<file path="src/rtl/al_time_entry_if.sv">
// al_time_entry_if: keypad/time-entry bus; master drives keys and ticks, slave returns buffer, status and loaded time
//   key_valid, key_code, one_second     : master -> slave
//   key_buffer, entry_active, time_out,
//   load_new_time, entry_error          : slave -> master
interface al_time_entry_if;
    logic        key_valid;
    logic [3:0]  key_code;
    logic        one_second;
    logic [15:0] key_buffer;
    logic        entry_active;
    logic [15:0] time_out;
    logic        load_new_time;
    logic        entry_error;
    modport master (
        output key_valid, key_code, one_second,
        input  key_buffer, entry_active, time_out, load_new_time, entry_error
    );
    modport slave (
        input  key_valid, key_code, one_second,
        output key_buffer, entry_active, time_out, load_new_time, entry_error
    );
endinterface

</file>
<file path="src/rtl/al_time_entry.sv">
// al_time_entry: collects BCD keystrokes into HH:MM, validates on LOAD, abandons idle entries
//   clk, reset : clock, synchronous active-high reset
//   bus        : al_time_entry_if.slave (keys/ticks in; buffer, status, time and strobes out)
module al_time_entry #(
    parameter int         TIMEOUT_SECS = 10,
    parameter int         TIMER_WIDTH  = 4,
    parameter logic [3:0] KEY_CLEAR    = 4'hA,
    parameter logic [3:0] KEY_LOAD     = 4'hB
) (
    input  logic            clk,
    input  logic            reset,
    al_time_entry_if.slave  bus
);
    typedef enum logic {IDLE, ENTRY} state_t;
    state_t                 r_state;
    logic [15:0]            r_buf;
    logic [2:0]             r_cnt;
    logic [TIMER_WIDTH-1:0] r_timer;
    logic [15:0]            r_time_out;
    logic                   r_load;
    logic                   r_err;
    logic                   w_digit;
    logic                   w_valid;
    assign w_digit = bus.key_valid && (bus.key_code <= 4'd9);
    // d0/d2 are always 0-9 because only digit keys are shifted in
    assign w_valid = (r_cnt == 3'd4) && (r_buf[15:12] <= 4'd2) &&
                     ((r_buf[15:12] != 4'd2) || (r_buf[11:8] <= 4'd3)) &&
                     (r_buf[7:4] <= 4'd5);
    always_ff @(posedge clk) begin
        if (reset) begin
            r_state    <= IDLE;
            r_buf      <= '0;
            r_cnt      <= '0;
            r_timer    <= '0;
            r_time_out <= 16'h1200;
            r_load     <= 1'b0;
            r_err      <= 1'b0;
        end else begin
            r_load <= 1'b0;
            r_err  <= 1'b0;
            if (w_digit) begin
                r_buf   <= {r_buf[11:0], bus.key_code};
                r_cnt   <= (r_cnt == 3'd4) ? 3'd4 : r_cnt + 3'd1;
                r_timer <= '0;
                r_state <= ENTRY;
            end else if (bus.key_valid && bus.key_code == KEY_CLEAR) begin
                r_buf   <= '0;
                r_cnt   <= '0;
                r_timer <= '0;
                r_state <= IDLE;
            end else if (bus.key_valid && bus.key_code == KEY_LOAD && r_state == ENTRY) begin
                if (w_valid) r_time_out <= r_buf;
                r_load  <= w_valid;
                r_err   <= !w_valid;
                r_buf   <= '0;
                r_cnt   <= '0;
                r_timer <= '0;
                r_state <= IDLE;
            end else if (r_state == ENTRY && bus.one_second) begin
                // the tick that reaches the limit abandons the entry and rearms the timer
                if (r_timer == TIMER_WIDTH'(TIMEOUT_SECS - 1)) begin
                    r_buf   <= '0;
                    r_cnt   <= '0;
                    r_timer <= '0;
                    r_state <= IDLE;
                end else begin
                    r_timer <= r_timer + 1'b1;
                end
            end
        end
    end
    assign bus.key_buffer    = r_buf;
    assign bus.entry_active  = (r_state == ENTRY);
    assign bus.time_out      = r_time_out;
    assign bus.load_new_time = r_load;
    assign bus.entry_error   = r_err;
endmodule

</file>
<file path="src/flat_wrapper.sv">
// flat-port wrapper written by rule: the top's interface ports become plain ports
module al_time_entry_flat 
#(
    parameter int         TIMEOUT_SECS = 10,
    parameter int         TIMER_WIDTH  = 4,
    parameter logic [3:0] KEY_CLEAR    = 4'hA,
    parameter logic [3:0] KEY_LOAD     = 4'hB
)
  (clk, reset, bus_key_valid, bus_key_code, bus_one_second, bus_key_buffer, bus_entry_active, bus_time_out, bus_load_new_time, bus_entry_error);
  al_time_entry_if bus_i ();
  input  logic clk;
  input  logic reset;
  input wire logic [$bits(bus_i.key_valid)-1:0] bus_key_valid;
  input wire logic [$bits(bus_i.key_code)-1:0] bus_key_code;
  input wire logic [$bits(bus_i.one_second)-1:0] bus_one_second;
  output wire logic [$bits(bus_i.key_buffer)-1:0] bus_key_buffer;
  output wire logic [$bits(bus_i.entry_active)-1:0] bus_entry_active;
  output wire logic [$bits(bus_i.time_out)-1:0] bus_time_out;
  output wire logic [$bits(bus_i.load_new_time)-1:0] bus_load_new_time;
  output wire logic [$bits(bus_i.entry_error)-1:0] bus_entry_error;
  assign bus_i.key_valid = bus_key_valid;
  assign bus_i.key_code = bus_key_code;
  assign bus_i.one_second = bus_one_second;
  assign bus_key_buffer = bus_i.key_buffer;
  assign bus_entry_active = bus_i.entry_active;
  assign bus_time_out = bus_i.time_out;
  assign bus_load_new_time = bus_i.load_new_time;
  assign bus_entry_error = bus_i.entry_error;
  al_time_entry #(.TIMEOUT_SECS(TIMEOUT_SECS), .TIMER_WIDTH(TIMER_WIDTH), .KEY_CLEAR(KEY_CLEAR), .KEY_LOAD(KEY_LOAD)) u_core (.clk(clk), .reset(reset), .bus(bus_i));
endmodule
</file>
<file path="config.mk">
export PLATFORM = sky130hd
export DESIGN_NAME = al_time_entry_flat
export DESIGN_NICKNAME = d
export VERILOG_FILES = /design/src/rtl/al_time_entry_if.sv /design/src/rtl/al_time_entry.sv /design/src/flat_wrapper.sv
export SDC_FILE = /design/constraint.sdc
export NUM_CORES = 1
export LEC_CHECK = 0
export CAP_MARGIN = 20
export CORE_AREA = 4 4 67 69
export CTS_BUF_LIST = sky130_fd_sc_hd__clkbuf_16
export DETAILED_ROUTE_END_ITERATION = 10
export DIE_AREA = 0 0 71 73
export PLACE_DENSITY = 0.82
export SYNTH_ARGS = -nofsm -noshare
export SYNTH_HDL_FRONTEND = slang
export SYNTH_SLANG_ARGS = --single-unit
</file>
<file path="constraint.sdc">
create_clock -name clk -period 1.98 [get_ports clk]
set_input_delay 0.594 -clock clk [delete_from_list [all_inputs] [get_ports clk]]
set_output_delay 0.594 -clock clk [all_outputs]
set_load 0.01 [all_outputs]
</file>
==> results of run 1 <==
-- power by group through the flow --
stage | sequential [mW] | combinational [mW] | clock (mW)
2_1_floorplan | 0.892 | 0.0584 | 0
3_3_place_gp | 0.892 | 0.126 | 0
3_5_place_dp | 0.892 | 0.128 | 0
4_1_cts | 0.873 | 0.130 | 0.773
5_1_grt | 0.876 | 0.142 | 0.801
6_report | 0.874 | 0.129 | 0.748
-- metal layers --
metal  GRT usage (%)  wire length (um)  up-vias
met2           25.85              1803       26
met3           5.234               204        6
li1                -                 -      661
met4           6.263                52        0
met1           18.23              1520      626
met5               0                 0        -
-- final timing paths --
kind / to / depth (start not counted) / slack [ns] / from
worst max-delay path: bus_entry_active / 1 / 0.05 / u_core.bus.entry_active
worst min-delay path: u_core.bus.time_out[4] / 2 / 0.47 / u_core.bus.time_out[4]
worst max register to register: u_core.bus.time_out[12] / 7 / 0.23 / u_core.r_cnt[0]
worst min register to register: u_core.bus.time_out[4] / 2 / 0.47 / u_core.bus.time_out[4]
-- cell usage after synthesis --
cell type                   instances  area share (%)
sky130_fd_sc_hd__dfxtp_1           42              50
sky130_fd_sc_hd__nand2b_1          23             8.6
sky130_fd_sc_hd__a22o_1            15             7.8
sky130_fd_sc_hd__mux2i_1           13             7.7
sky130_fd_sc_hd__nor2_1            11             2.5
sky130_fd_sc_hd__clkbuf_1           6             1.3
sky130_fd_sc_hd__inv_1              4            0.89
sky130_fd_sc_hd__nor3b_1            4             1.8
sky130_fd_sc_hd__nand2_1            3            0.67
sky130_fd_sc_hd__nand3_1            3            0.89
sky130_fd_sc_hd__nor2b_1            3             1.1
sky130_fd_sc_hd__a21oi_1            2            0.59
sky130_fd_sc_hd__a32o_1             2             1.2
sky130_fd_sc_hd__ha_1               2             1.5
sky130_fd_sc_hd__xnor2_1            2             1.0
sky130_fd_sc_hd__a2111oi_4          1             1.6
sky130_fd_sc_hd__a21boi_0           1            0.45
sky130_fd_sc_hd__a21o_1             1            0.45
sky130_fd_sc_hd__a31o_2             1            0.52
sky130_fd_sc_hd__a32oi_1            1            0.52
sky130_fd_sc_hd__and2_1             1            0.37
sky130_fd_sc_hd__and4b_1            1            0.59
sky130_fd_sc_hd__buf_12             1             1.2
sky130_fd_sc_hd__buf_2              1            0.30
sky130_fd_sc_hd__buf_6              1            0.67
sky130_fd_sc_hd__nand3b_1           1            0.45
sky130_fd_sc_hd__nand4_1            1            0.37
sky130_fd_sc_hd__nand4b_1           1            0.52
sky130_fd_sc_hd__nor2b_2            1            0.52
sky130_fd_sc_hd__nor3_1             1            0.30
sky130_fd_sc_hd__nor3_2             1            0.59
sky130_fd_sc_hd__o21a_1             1            0.45
sky130_fd_sc_hd__o22a_1             1            0.52
sky130_fd_sc_hd__o31a_1             1            0.52
sky130_fd_sc_hd__or3_1              1            0.37
sky130_fd_sc_hd__or3_4              1            0.67
sky130_fd_sc_hd__xor2_1             1            0.52
-- cell type report --
type / instances / area, sq um
multi-input cells: 102 / 778.2
inverters: 4 / 15.01
clock inverters: 3 / 12.51
well taps: 50 / 62.56
flip-flops and latches: 42 / 840.8
fillers: 350 / 1516
repair buffers: 59 / 563.0
clock buffers: 5 / 125.1
-- sequential cells by signal, summed over array words and instances, names as in the netlist --
| name | count |
|---|---|
| u_core.bus.load_new_time | 1 |
| u_core.bus.entry_active | 1 |
| u_core.r_timer | 4 |
| u_core.bus.key_buffer | 16 |
| u_core.bus.entry_error | 1 |
| u_core.bus.time_out | 16 |
| u_core.r_cnt | 3 |
-- kinds of logic (layout without fill, tap and decap cells) --
logic type      count (synthesis)  in the layout  share of synthesized area [%]
simple gates                   57             57                          20.22
flops                          42             42                          49.96
compound gates                 27             27                          14.65
mux                            13             13                          7.732
buf+inv                        13             71                          4.386
xor+xnor                        3              3                          1.562
fa+ha+maj                       2              2                          1.487
-- what timing repair did --
action | CTS | global route
setup endpoints to repair | 0 | 5
resized for setup | 0 | 3
hold endpoints to repair | 0 | 0
==> impl_summary.log, run 1 <==
INFO  metric synth_area = 1683 sq um
INFO  metric clk_pin_slew = 0.06 ns
INFO  metric avgSynthCellArea = 10.72 sq um
INFO  metric maxCapViolations = 0
INFO  metric drtAntennaViolNets = 0
INFO  metric initial_core_util = a little over two fifths
INFO  metric fin_crit = 1.933 ns
INFO  metric cts_hold_buffers = 0
INFO  metric power_frac_seq = 49.9%
INFO  metric fin_hold_ws = roughly 0.47 ns
INFO  metric layout.cells.non_filler = 265
INFO  metric setup_violations = 0
INFO  metric numClockSinks = 42
INFO  metric final_cell_area = around 2400 sq um
INFO  metric wirelength = between 3 and 4 mm
INFO  metric placed_area = 2247 sq um
INFO  metric worstSetupPathType = reg2out
INFO  metric die_area = 5183 sq um
INFO  metric pwr_density_cell = 730.5 nW/um^2
INFO  metric cts_buf_count = 5
INFO  metric timing.critical_path.required = between 1 and 1.5 ns
INFO  metric number_of_inserted_diodes = 0
INFO  metric fp-row-count = 23
INFO  metric yosys_warnings = 0
INFO  metric share_clk_of_total_power = 42.7%
INFO  metric crit_family = buffers and inverters
INFO  metric drt-vias-per-instance = 4.977
INFO  metric postCtsSetupBuffers = 0
INFO  metric maximum_vdd_drop = around 450 uV
INFO  metric grt_pass1_wl = about 6.3 mm
INFO  metric std_cell_core_area = 3914 sq um
INFO  metric cp_slowest_stage_delay = 0.60 ns
INFO  metric grt_pass1_vias = around 1,400
INFO  metric switchingPower = roughly 0.37 mW
INFO  metric max_clock_freq = between 500 and 600 MHz
INFO  metric io_buffers = 42
INFO  metric htree_num_levels = 2
INFO  metric post_synthesis_register_bit_count = 42
INFO  metric worst_pin_slew = 0.2850 ns
INFO  metric grt_use_total = 15.45%
INFO  metric postLayoutCoreUtil = 61.25%
INFO  metric p_leak = roughly 0.9 nW
INFO  metric average_routed_wire_per_standard_cell = 13.51 um
INFO  metric grt-ovfl-total = 0
INFO  metric clock_path_buffers = 2
INFO  metric slew_viol_final = 0
INFO  metric timing.final.hold_violations = 0
INFO  metric run_status = finished, final reports clean
INFO  metric path_max_fanout = 7
INFO  metric synthesis.instances = 157
INFO  metric combinationalPowerShare = between 7 and 8%
INFO  metric critical_path.cell_chain = clkdlybuf4s50_1
INFO  metric layout.cells.most_common = sky130_fd_sc_hd__dfxtp_1
INFO  metric worst_slack = 0.04739 ns
INFO  metric place_hpwl = 2.648 mm
INFO  metric tritoncts = done
INFO  metric seq_area_frac_synth = 49.96%
INFO  metric clock_skew = 0.004752 ns
INFO  metric timing.critical_path.to_type = output port
INFO  metric finalWeightedCongestion = 0.7686
INFO  metric setup_total_negative_slack = 0 ns
INFO  metric clk_root_buffer_cell = sky130_fd_sc_hd__clkbuf_16
INFO  metric placedCellCount = 257
INFO  metric worst_setup_path_start_kind = register
INFO  metric layout_worst_path_cycle_share = 97.61%
INFO  metric worstHoldPathType = reg2reg
INFO  metric synthDistinctLibCells = 37
INFO  metric path_buf_inv = 1
INFO  metric first_pass_iters = 4
INFO  metric areaGrowthSynthToFinish = 42.45%
INFO  metric vias = 1,319
INFO  metric design_power_total = 1.751 mW
INFO  metric pre_cts_ws = -0.2396 ns
INFO  metric critical-path-slowest-cell = sky130_fd_sc_hd__clkdlybuf4s50_1
INFO  metric max-slew-margin-rel = 81.00%
INFO  metric die_width = 71 um
INFO  metric unrepaired_setup_endpoints_after_global_routing = false
INFO  metric critPathArrivalTime = 1.34 ns
INFO  metric internal_power = 1.385 mW
INFO  metric overall_die_height = 73 um
INFO  metric final_layout_size_suffix_gt1_share = 13.95%
INFO  metric ioPinCount = between 40 and 50
INFO  metric grt_start_max_net_pins = 32
INFO  metric power.switching_fraction = 20.93%
INFO  metric final_net_count = about 220
INFO  metric drt_iter0_markers = 62
INFO  metric syn-num-nets = 167
INFO  metric remaining_drc_errors = 0
INFO  metric antenna_found_initial = 0
INFO  metric clock_insertion_delay_worst_skew = 0.28 ns
INFO  metric mostFrequentLayoutCells = 42 x sky130_fd_sc_hd__dfxtp_1, 41 x sky130_fd_sc_hd__clkdlybuf4s50_1, 23 x sky130_fd_sc_hd__nand2b_1, 16 x sky130_fd_sc_hd__buf_4, 15 x sky130_fd_sc_hd__a22o_1
No activity file was read; power rests on OpenSTA's default activity.
==> run 2, diff against run 1 <==
--- a/config.mk
+++ b/config.mk
@@ -6,11 +6,11 @@
 export NUM_CORES = 1
 export LEC_CHECK = 0
 export CAP_MARGIN = 20
-export CORE_AREA = 4 4 67 69
+export CORE_AREA = 4 4 63 65
 export CTS_BUF_LIST = sky130_fd_sc_hd__clkbuf_16
 export DETAILED_ROUTE_END_ITERATION = 10
-export DIE_AREA = 0 0 71 73
-export PLACE_DENSITY = 0.82
+export DIE_AREA = 0 0 67 69
+export PLACE_DENSITY = 0.9
 export SYNTH_ARGS = -nofsm -noshare
 export SYNTH_HDL_FRONTEND = slang
 export SYNTH_SLANG_ARGS = --single-unit
==> constraint.sdc (replaced) <==
create_clock -name clk -period 2.47 [get_ports clk]
set_input_delay 0.741 -clock clk [delete_from_list [all_inputs] [get_ports clk]]
set_output_delay 0.741 -clock clk [all_outputs]
set_load 0.01 [all_outputs]
==> run 2 against run 1 <==
  * Via count down 0.23%
  * Register-to-register slack better by 0.46 ns
  * Clock-buffer cell count unchanged
  * Highest routed layer unchanged
  * Die area down 11%
  * Flip-flop and latch count unchanged
  * Largest power group is now the clock network
  * Critical path depth up 4
  * Sequential power down 20%
  * Largest cell class unchanged
  * Wire length up 2.8%
  * Cell area down 0.89%
==> impl_summary.log, run 2 (synthesized netlist as in run 1, its figures left out) <==
INFO  metric run_status = finished, final reports clean
INFO  metric clock_insertion_delay_worst_skew = 0.28 ns (about the same)
INFO  metric max_clock_freq = 437.5 MHz
INFO  metric grt_pass1_wl = 6.127 mm (-2.3%)
INFO  metric postCtsSetupBuffers = 0 (unchanged)
INFO  metric crit_family = simple AND/OR/NAND/NOR gates
INFO  metric critical-path-slowest-cell = sky130_fd_sc_hd__nor3_2
INFO  metric path_buf_inv = 1 (unchanged)
INFO  metric worstSetupPathType = in2reg
INFO  metric final_net_count = 216 (-3.6%)
INFO  metric grt_pass1_vias = 1,293 (-4.6%)
INFO  metric maximum_vdd_drop = 292.2 uV (-35%)
INFO  metric maxCapViolations = 0 (unchanged)
INFO  metric ioPinCount = 43 (unchanged)
INFO  metric average_routed_wire_per_standard_cell = 14.55 um (+7.7%)
INFO  metric worstHoldPathType = reg2reg
INFO  metric tritoncts = done
INFO  metric clk_root_buffer_cell = sky130_fd_sc_hd__clkbuf_16
INFO  metric antenna_found_initial = 0 (unchanged)
INFO  metric number_of_inserted_diodes = 0 (unchanged)
INFO  metric cts_buf_count = 5 (unchanged)
INFO  metric critPathArrivalTime = 2.51 ns (+1.17 ns)
INFO  metric final_layout_size_suffix_gt1_share = 10.63% (-3.3 points)
INFO  metric die_area = 4623 sq um (-11%)
INFO  metric layout_worst_path_cycle_share = between 90% and 100%
INFO  metric std_cell_core_area = 3337 sq um (-15%)
INFO  metric clock_path_buffers = 2 (unchanged)
INFO  metric finalWeightedCongestion = 0.8081 (+5.1%)
INFO  metric wirelength = 3.681 mm (+2.8%)
INFO  metric clock_skew = 0.005856 ns (+0.001103 ns)
INFO  metric p_leak = 0.8483 nW (-3.2%)
INFO  metric timing.critical_path.to_type = register
INFO  metric fp-row-count = 21 (-8.7%)
INFO  metric io_buffers = 42 (unchanged)
INFO  metric place_hpwl = 2.790 mm (+5.4%)
INFO  metric design_power_total = 1.632 mW (-6.8%)
INFO  metric path_max_fanout = 18 (+11)
INFO  metric cp_slowest_stage_delay = 0.77 ns (+0.17 ns)
INFO  metric pre_cts_ws = -0.05932 ns (+0.1803 ns)
INFO  metric timing.critical_path.required = 2.70 ns (+1.31 ns)
INFO  metric numClockSinks = 42 (unchanged)
INFO  metric fin_hold_ws = 0.4758 ns (+0.003569 ns)
INFO  metric drtAntennaViolNets = 0 (unchanged)
INFO  metric worst_setup_path_start_kind = input pin
INFO  metric remaining_drc_errors = 0 (unchanged)
INFO  metric timing.final.hold_violations = 0 (unchanged)
INFO  metric fin_crit = 2.286 ns
INFO  metric post_cts_resize_count = 0 (unchanged)
INFO  metric pwr_density_cell = 687.0 nW/um^2 (-5.9%)
INFO  metric grt-ovfl-total = 0 (unchanged)
INFO  metric grt_start_max_net_pins = 25 (-22%)
INFO  metric drt-vias-per-instance = 5.202 (+4.5%)
INFO  metric worst_slack = 0.1841 ns (+0.1367 ns)
INFO  metric initial_core_util = 50.43% (+7.4 points)
INFO  metric clk_pin_slew = 0.06 ns (about the same)
INFO  metric cts_hold_buffers = 0 (unchanged)
INFO  metric areaGrowthSynthToFinish = 41.19%
INFO  metric vias = 1,316 (-0.23%)
INFO  metric grt_use_total = 17.34% (+1.9 points)
INFO  metric setup_violations = 0 (unchanged)
INFO  metric worst_pin_slew = 1.021 ns (+0.7364 ns)
INFO  metric max-slew-margin-rel = 31.53% (-49 points)
INFO  metric die_width = 67 um (-5.6%)
INFO  metric htree_num_levels = 2 (unchanged)
INFO  metric critical_path.cell_chain = clkdlybuf4s50_1 -> o21a_1 -> nor3_2 -> and2_1 -> o22a_1
INFO  metric drt_iter0_markers = 63 (+1.6%)
INFO  metric slew_viol_final = 0 (unchanged)
INFO  metric unrepaired_setup_endpoints_after_global_routing = false
INFO  metric overall_die_height = 69 um (-5.5%)
INFO  metric mostFrequentLayoutCells = 42 x sky130_fd_sc_hd__clkdlybuf4s50_1, 42 x sky130_fd_sc_hd__dfxtp_1, 23 x sky130_fd_sc_hd__nand2b_1, 15 x sky130_fd_sc_hd__a22o_1, 13 x sky130_fd_sc_hd__mux2i_1
INFO  metric first_pass_iters = 4 (unchanged)
-- run 2: worst paths after layout --
kind                            slack [ns]  depth (start not counted)                    from                     end
worst max-delay path                  0.18                          5         bus_key_code[1]         u_core.r_cnt[2]
worst min-delay path                  0.48                          2  u_core.bus.time_out[2]  u_core.bus.time_out[2]
worst max register to register        0.69                          7         u_core.r_cnt[0]  u_core.bus.time_out[3]
worst min register to register        0.48                          2  u_core.bus.time_out[2]  u_core.bus.time_out[2]
-- run 2: tightest hold or removal path: stages (launching register included) --
cell and delay [ns]:
sky130_fd_sc_hd__dfxtp_1 0.31, sky130_fd_sc_hd__nand2b_1 0.07, sky130_fd_sc_hd__mux2i_1 0.06
-- run 2: per-layer routing --
metal / part of all wire (%) / track usage [%] / wire length [um] / up-vias
li1: - / - / - / 647
met1: 40 / 19.51 / 1490 / 614
met2: 52 / 29.48 / 1908 / 47
met3: 5.3 / 4.545 / 195 / 8
met4: 2.4 / 8.333 / 87 / 0
met5: 0 / 0 / 0 / -
-- run 2: stage by stage --
stage,utilization (%),instance area (sq um),setup TNS [ns],cells
6_report,71.20,2376,0,253
5_1_grt,71.20,2376,0,253
4_1_cts,71.20,2376,0,253
3_5_place_dp,65.39,2182,-0.05973,245
3_3_place_gp,65.39,2182,-0.005783,245
2_1_floorplan,-,1683,0,157
-- run 2: area by class of cell --
class | count | area (sq um)
multi-input cells | 102 | 768.2
clock buffers | 5 | 125.1
flip-flops and latches | 42 | 840.8
clock inverters | 3 | 68.82
well taps | 46 | 57.56
fillers | 258 | 960.9
repair buffers | 51 | 500.5
inverters | 4 | 15.01
-- run 2: power breakdown --
part	internal [mW]	switching, mW	total (mW)	leakage (nW)
combinational	0.0527	0.0439	0.0966	0.415
clock	0.580	0.255	0.835	0.0940
sequential	0.688	0.0134	0.701	0.340
total	1.32	0.312	1.63	0.848
==> run 3, diff against run 2 <==
--- a/config.mk
+++ b/config.mk
@@ -5,9 +5,10 @@
 export SDC_FILE = /design/constraint.sdc
 export NUM_CORES = 1
 export LEC_CHECK = 0
-export CAP_MARGIN = 20
+export CAP_MARGIN = 30
 export CORE_AREA = 4 4 63 65
 export CTS_BUF_LIST = sky130_fd_sc_hd__clkbuf_16
+export CTS_CLUSTER_DIAMETER = 80
 export DETAILED_ROUTE_END_ITERATION = 10
 export DIE_AREA = 0 0 67 69
 export PLACE_DENSITY = 0.9
==> results of run 3 <==
No change in the layout: final DEF, timing and power equal those of run 2.
